### src/rtl/bist_pattern_engine.sv
// Logic-BIST engine: 8-bit LFSR pattern source feeding a combinational CUT, with a 16-bit serial
// signature register compacting its response. Optional macro BIST_ALLZERO_PAT_EN appends an all-zero pattern.
module bist_pattern_engine #(
    parameter int               PAT_W   = 8,
    parameter int               SIG_W   = 16,
    parameter logic [PAT_W-1:0] SEED    = 8'h01,
    parameter int               NUM_PAT = 255
) (
    input  logic             clk,
    input  logic             rst,
    input  logic             start,
    input  logic             abort,
    input  logic [SIG_W-1:0] golden_sig,
    input  logic             resp_in,
    output logic [PAT_W-1:0] pat_out,
    output logic             busy,
    output logic             done,
    output logic             pass,
    output logic [SIG_W-1:0] signature,
    output logic [8:0]       pat_cnt
);

`ifdef BIST_ALLZERO_PAT_EN
    localparam int TOTAL_PAT = NUM_PAT + 1;
`else
    localparam int TOTAL_PAT = NUM_PAT;
`endif

    localparam logic [8:0]       TOTAL_CNT = 9'(TOTAL_PAT);
    localparam logic [8:0]       LFSR_CNT  = 9'(NUM_PAT);
    localparam logic [SIG_W-1:0] SIG_POLY  = SIG_W'(16'h1021);
    // A zero seed would lock the LFSR at zero, so it is replaced by 1.
    localparam logic [PAT_W-1:0] SEED_EFF  = (SEED == {PAT_W{1'b0}}) ? PAT_W'(8'h01) : SEED;

    typedef enum logic [2:0] {
        ST_IDLE  = 3'd0,
        ST_SEED  = 3'd1,
        ST_APPLY = 3'd2,
        ST_CMP   = 3'd3,
        ST_DONE  = 3'd4
    } state_t;

    state_t     state;
    logic [8:0] cnt_next;

    function automatic logic [PAT_W-1:0] lfsr_next(input logic [PAT_W-1:0] p);
        return {p[PAT_W-2:0], p[7] ^ p[5] ^ p[4] ^ p[3]};
    endfunction

    function automatic logic [SIG_W-1:0] sisr_next(input logic [SIG_W-1:0] sig, input logic resp);
        logic fb;
        fb = sig[SIG_W-1] ^ resp;
        return {sig[SIG_W-2:0], 1'b0} ^ (fb ? SIG_POLY : {SIG_W{1'b0}});
    endfunction

    assign cnt_next = pat_cnt + 9'd1;

    // Run controller: sequences seed/apply/compare and owns every output register.
    always_ff @(posedge clk or posedge rst) begin
        if (rst) begin
            state     <= ST_IDLE;
            pat_out   <= {PAT_W{1'b0}};
            signature <= {SIG_W{1'b0}};
            pat_cnt   <= 9'd0;
            busy      <= 1'b0;
            done      <= 1'b0;
            pass      <= 1'b0;
        end else if (abort) begin
            state   <= ST_IDLE;
            pat_out <= {PAT_W{1'b0}};
            busy    <= 1'b0;
            done    <= 1'b0;
        end else begin
            case (state)
                ST_IDLE: begin
                    if (start) begin
                        state <= ST_SEED;
                        busy  <= 1'b1;
                        done  <= 1'b0;
                    end else begin
                        state <= ST_IDLE;
                    end
                end
                ST_SEED: begin
                    pat_out   <= SEED_EFF;
                    signature <= {SIG_W{1'b0}};
                    pat_cnt   <= 9'd0;
                    pass      <= 1'b0;
                    state     <= ST_APPLY;
                end
                ST_APPLY: begin
                    // The CUT has had a full cycle to settle on pat_out, so capture now.
                    signature <= sisr_next(signature, resp_in);
                    pat_cnt   <= cnt_next;
                    if (cnt_next == TOTAL_CNT) begin
                        pat_out <= {PAT_W{1'b0}};
                        state   <= ST_CMP;
                    end else if (cnt_next >= LFSR_CNT) begin
                        pat_out <= {PAT_W{1'b0}};
                        state   <= ST_APPLY;
                    end else begin
                        pat_out <= lfsr_next(pat_out);
                        state   <= ST_APPLY;
                    end
                end
                ST_CMP: begin
                    pass  <= (signature == golden_sig);
                    busy  <= 1'b0;
                    done  <= 1'b1;
                    state <= ST_DONE;
                end
                ST_DONE: begin
                    if (start) begin
                        state <= ST_SEED;
                        busy  <= 1'b1;
                        done  <= 1'b0;
                    end else begin
                        state <= ST_DONE;
                    end
                end
                default: begin
                    state   <= ST_IDLE;
                    pat_out <= {PAT_W{1'b0}};
                    busy    <= 1'b0;
                    done    <= 1'b0;
                end
            endcase
        end
    end

endmodule

### config.mk
export PLATFORM = sky130hd
export DESIGN_NAME = bist_pattern_engine
export DESIGN_NICKNAME = d
export VERILOG_FILES = /design/src/rtl/bist_pattern_engine.sv
export SDC_FILE = /design/constraint.sdc
export NUM_CORES = 1
export LEC_CHECK = 0
export CORE_AREA = 3 3 71 73
export CTS_BUF_LIST = sky130_fd_sc_hd__clkbuf_16
export DETAILED_ROUTE_END_ITERATION = 6
export DIE_AREA = 0 0 74 76
export DONT_BUFFER_PORTS = 1
export PLACE_DENSITY = 0.7
export SLEW_MARGIN = 20
export SYNTH_ARGS = -nofsm -noshare
export SYNTH_HDL_FRONTEND = slang
export SYNTH_SLANG_ARGS = --single-unit
### constraint.sdc
create_clock -name clk -period 4.04 [get_ports clk]
set_input_delay 0.606 -clock clk [delete_from_list [all_inputs] [get_ports clk]]
set_output_delay 0.606 -clock clk [all_outputs]
set_load 0.02 [all_outputs]
======== Yosys cells after proc, flatten, opt, wreduce, memory -nomap -nowiden ========
Cells that the tools add are included.
operators by class
  bitwise gates (word level) .............. 6
  eq/ne operators ......................... 9
  shifts and indexed selects .............. 0
  multipliers ............................. 0
  reductions and logical operators ........ 9
  add/subtract/negate cells ............... 1
  divide/modulo/power cells ............... 0
  multiplexer cells ....................... 19
  magnitude comparators ................... 1
operator list
  cell                                                                     count
  16-bit case mux with 2 select lines                                      1
  8-bit 2-to-1 mux                                                         3
  8-bit case mux with 3 select lines                                       1
  9-bit case mux with 2 select lines                                       1
  16-bit equality test                                                     1
  16-bit by 13-bit bitwise XOR with 16-bit output                          1
  3-bit case mux with 5 select lines                                       1
  13-bit 2-to-1 mux                                                        1
  9-bit by 1-bit adder with 9-bit output, second input constant            1
  9-bit by 8-bit equality test with 1-bit output, second input constant    1
  9-bit by 8-bit >= comparator with 1-bit output, second input constant    1
  3-bit by 2-bit equality test with 1-bit output, second input constant    2
  1-bit 2-to-1 mux                                                         6
  3-bit 2-to-1 mux                                                         2
  2-bit AND reduction                                                      3
  2-bit by 1-bit inequality test with 1-bit output, second input constant  2
  1-bit case mux with 2 select lines                                       2
  2-bit nonzero test                                                       2
  2-bit OR reduction                                                       2
  1-bit bitwise XOR                                                        4
  3-bit by 1-bit equality test with 1-bit output, second input constant    1
  3-bit equality test, second input constant                               1
  3-bit zero test                                                          1
  3-bit by 1-bit inequality test with 1-bit output, second input constant  1
  3 further kinds                                                          3
word-level totals
  bits in latches ......................... 0
  flip-flop bits (word level) ............. 39
  memories kept ........................... 0
  output and inout bits ................... 36
  word-level logic and storage cells ...... 52
  bits of input ports ..................... 21
  memory bits (read-only) ................. 0
  bits in writable memories ............... 0

======== Depth between registers and ports, before layout ========
  depth in word-level cells ............... 7
  depth in mapped cells ................... 7
  mapped depth without buffers ............ 6

======== Least setup slack after synthesis ========
OpenSTA, ideal clock, no wires.
  path kind ............................... register to register
  start ................................... register pat_cnt[1]
  end ..................................... register state[0]
  path buffers ............................ 1
  clock period less this slack ............ 1907 ps
  arrival ................................. 1787 ps
  setup time .............................. 120 ps
  required time ........................... 3920 ps
  slack ................................... 2133 ps
  stages on the path, launching flop included .. 7
  cells stage by stage .................... dfrtp_1 -> ha_1 -> nand3_2 -> or3_1 -> buf_2 -> and3_1 -> a41o_1
on the way
  cells in the longest elaborated chain, start to end .. 5
ends and longest elaborated chain
  item                                            RTL line  text
  start, declared                                 20        output logic [8:0] pat_cnt
  start signal, assigned                          94        pat_cnt <= cnt_next;
  9-bit by 1-bit adder with 9-bit output          56        assign cnt_next = pat_cnt + 9'd1;
  9-bit by 8-bit equality test with 1-bit output  95        if (cnt_next == TOTAL_CNT) begin
  1-bit 2-to-1 mux                                95
  3-bit case mux with 5 select lines              74        case (state)
  3-bit 2-to-1 mux                                68        end else if (abort) begin
  end signal, assigned                            69        state <= ST_IDLE;
  end signal, assigned                            77        state <= ST_SEED;
  end signal, assigned                            97        state <= ST_CMP;
  end, declared                                   43        state_t state;
No other way between the ends.
A chain may end at the register's enable or synchronous reset.

======== Final worst setup path ========
Same ends and word-level chain as after synthesis.

==> results.ini <==
[run_status]
status=finished clean

[floorplanning]
core_um2=4410
chipHeight_um=76
io-pin-count=57
dieWidth_um=74
die-area_um2=5620
rows=24
start_util_pct=49.5

[synth]
syn_nets=242
async_reset_ff_share_pct=100
yosys_warnings=0
synth_area_um2=2180
synth.distinct_cells=43
synth-edff-count=0
synth.avg_cell_area_um2=9.98
synthCells=219
synth_ff_type=dfrtp_1
seq_area_frac_synth_pct=44.7
synth-seq-cells=39

[sta]
worst_slew_pin_slew_ps=914
tns_ps=0
period_minus_slack_ps=2110
fmax_mhz=475
rsz0062_at_grt=false
fin_skew_ps=5.83
slew_headroom_pct=39.0
min_period_over_period_pct=52.2
setup_viol=0
hold_viol_final=0
drv_slew=0

[clocking]
cts.htree.levels=2
clk_latency_ps=280
ctsHoldBuffers=0
cts_buffers=5
clk_pin_slew_ps=60
ctsResizeCount=0
cts.sinks=39
clk_path_buf_depth=2
cts_tree=built
clockRootBuffer=clkbuf_16
post_cts_buffers=0

[global_route]
gr-total-overflow=0
antenna_found_initial=0
grt_first_pass_wirelength_mm=8.31
grt_max_degree=24
first_global_vias=1634
grt_util_all_layers_pct=19.1

[power_and_ir_drop]
swShare_pct=31.3
ir_drop_v=0.000169
cellLeakagePower_uw=0.00102
clock_power_share_pct=39.5
p_sw_uw=356
combPwrFrac_pct=15.6
p_int_uw=782
seqPwrFrac_pct=44.9
powerDensity_nw_per_um2=484

[routing]
drt_iter0_drc=126
antenna_left=0
via_per_inst=6.40
post-route-drc-count=0
drt_first_pass_iters=4
vias=1703
wirelength_mm=5.10
wire_per_inst_um=19.2

[setup_path]
cp-end-kind=flip-flop
path_max_fanout=9
path_class=flip-flop to flip-flop
cp_data_arrival_time_ps=2280
worstSetupStartpointType=flip-flop
cp_data_required_time_ps=4210
reg2regPathDepth=5

[layout]
fin_cells=266
nets=236
diodes=0
multi_input_area_um2=1080
fillers=421
final_common_cell=dfrtp_1
drive_above_1_share_pct=8.88
areaGrowthSynthToFinish_pct=7.62
layout_common_cells=dfrtp_1 (39), xor2_1 (20), o21ai_0 (17)
seqCellArea_um2=976

[min_path]
whs_path_depth=1
hp-class=input port to flip-flop

[place]
placed_cells=258
dp_hpwl_mm=3.55
port_buffers=0
gp_congestion=0.776

[flow_run]
max_cap_viol_count=0

==> layout make-up <==
cell class / count / area share (%)
Inverter: 11 / 1.76
Multi-Input combinational cell: 154 / 46.1
Tap cell: 52 / 2.77
Clock inverter: 3 / 1.86
Sequential cell: 39 / 41.5
Timing Repair Buffer: 2 / 0.639
Clock buffer: 5 / 5.32
==> state kept, by name, indices dropped and copies added (netlist names) <==
signal and count:
pass 1, state 3, pat_out 8, done 1
signature 16, busy 1, pat_cnt 9
==> metal layers <==
metal / up-vias / routed length, µm / GRT usage (%) / share of wire [%]
met3: 5 / 395 / 7.39 / 7.8
met1: 851 / 2110 / 25.0 / 41
met5: - / 0 / 0 / 0
li1: 791 / - / - / -
met4: 0 / 68 / 6.70 / 1.3
met2: 56 / 2520 / 28.5 / 49
==> synth_stat cells, drive strengths merged, types with 2 or more instances <==
master,instances,area (µm²)
nand4,3,18.8
a21oi,4,20.0
xnor2,6,52.6
a31oi,10,62.6
and3,2,13.8
nor2,15,56.3
or3,3,23.8
nand3,4,30.0
xor2,20,175
nor4,4,25.0
clkbuf,6,23.8
nand3b,2,15.0
o21ai,19,95.1
buf,9,58.8
nor4b,2,32.5
nand2b,2,12.5
dfrtp,39,976
ha,2,25.0
nor3,2,10.0
a41oi,8,70.1
a211oi,8,72.6
inv,11,41.3
o41ai,2,17.5
nand2,12,45.0
a22o,15,131
==> cells by family after synthesis <==
group                      count (synthesis)  share of synthesized area (%)
AOI/OAI and AO/OA                         71                           23.4
xor gates and xnor gates                  26                           10.4
adders and majority gates                  2                           1.15
buffers and inverters                     26                           5.67
DFF                                       39                           44.7
muxes                                      1                          0.515
and+or+nand+nor                           54                           14.2
==> path summary, 6_finish.rpt <==
| check | slack (ps) | end | start |
|---|---|---|---|
| max | 1930 | state[0]$_DFF_PP0_ | pat_cnt[1]$_DFFE_PP0P_ |
| max in group asynchronous | 2860 | pat_cnt[0]$_DFFE_PP0P_ | rst |
| min in group asynchronous | 410 | pat_cnt[1]$_DFFE_PP0P_ | rst |
| min reg2reg | 660 | busy$_DFFE_PP0P_ | busy$_DFFE_PP0P_ |
| max reg2reg | 1930 | state[0]$_DFF_PP0_ | pat_cnt[1]$_DFFE_PP0P_ |
| min | 380 | state[2]$_DFF_PP0_ | abort |
==> through the flow <==
step / power, µW / utilization [%] / worst slack [ps] / area, µm² / hold WS, ps
floorplan: 653 / - / 2130 / 2180 / 619
global placement: 693 / 49.4 / 1980 / 2180 / 645
detailed placement: 696 / 49.4 / 1950 / 2180 / 660
CTS: 1150 / 53.3 / 1930 / 2350 / 373
global route: 1200 / 53.3 / 1790 / 2350 / 373
finish: 1140 / 53.3 / 1930 / 2350 / 377
==> critical path, cell delays in order (launching register included) <==
cell	delay, ps
dfrtp_1	540
ha_1	340
nand3_2	140
or3_1	530
and3_1	220
a41o_1	220
==> power groups by stage <==
stage / Combinational (µW) / Sequential, µW / Clock [µW]
2_1_floorplan: 153 / 500 / 0
5_1_grt: 202 / 519 / 479
4_1_cts: 178 / 513 / 460
3_3_place_gp: 175 / 519 / 0
3_5_place_dp: 176 / 520 / 0
6_report: 178 / 511 / 450
No activity file was read; power rests on OpenSTA's default activity.
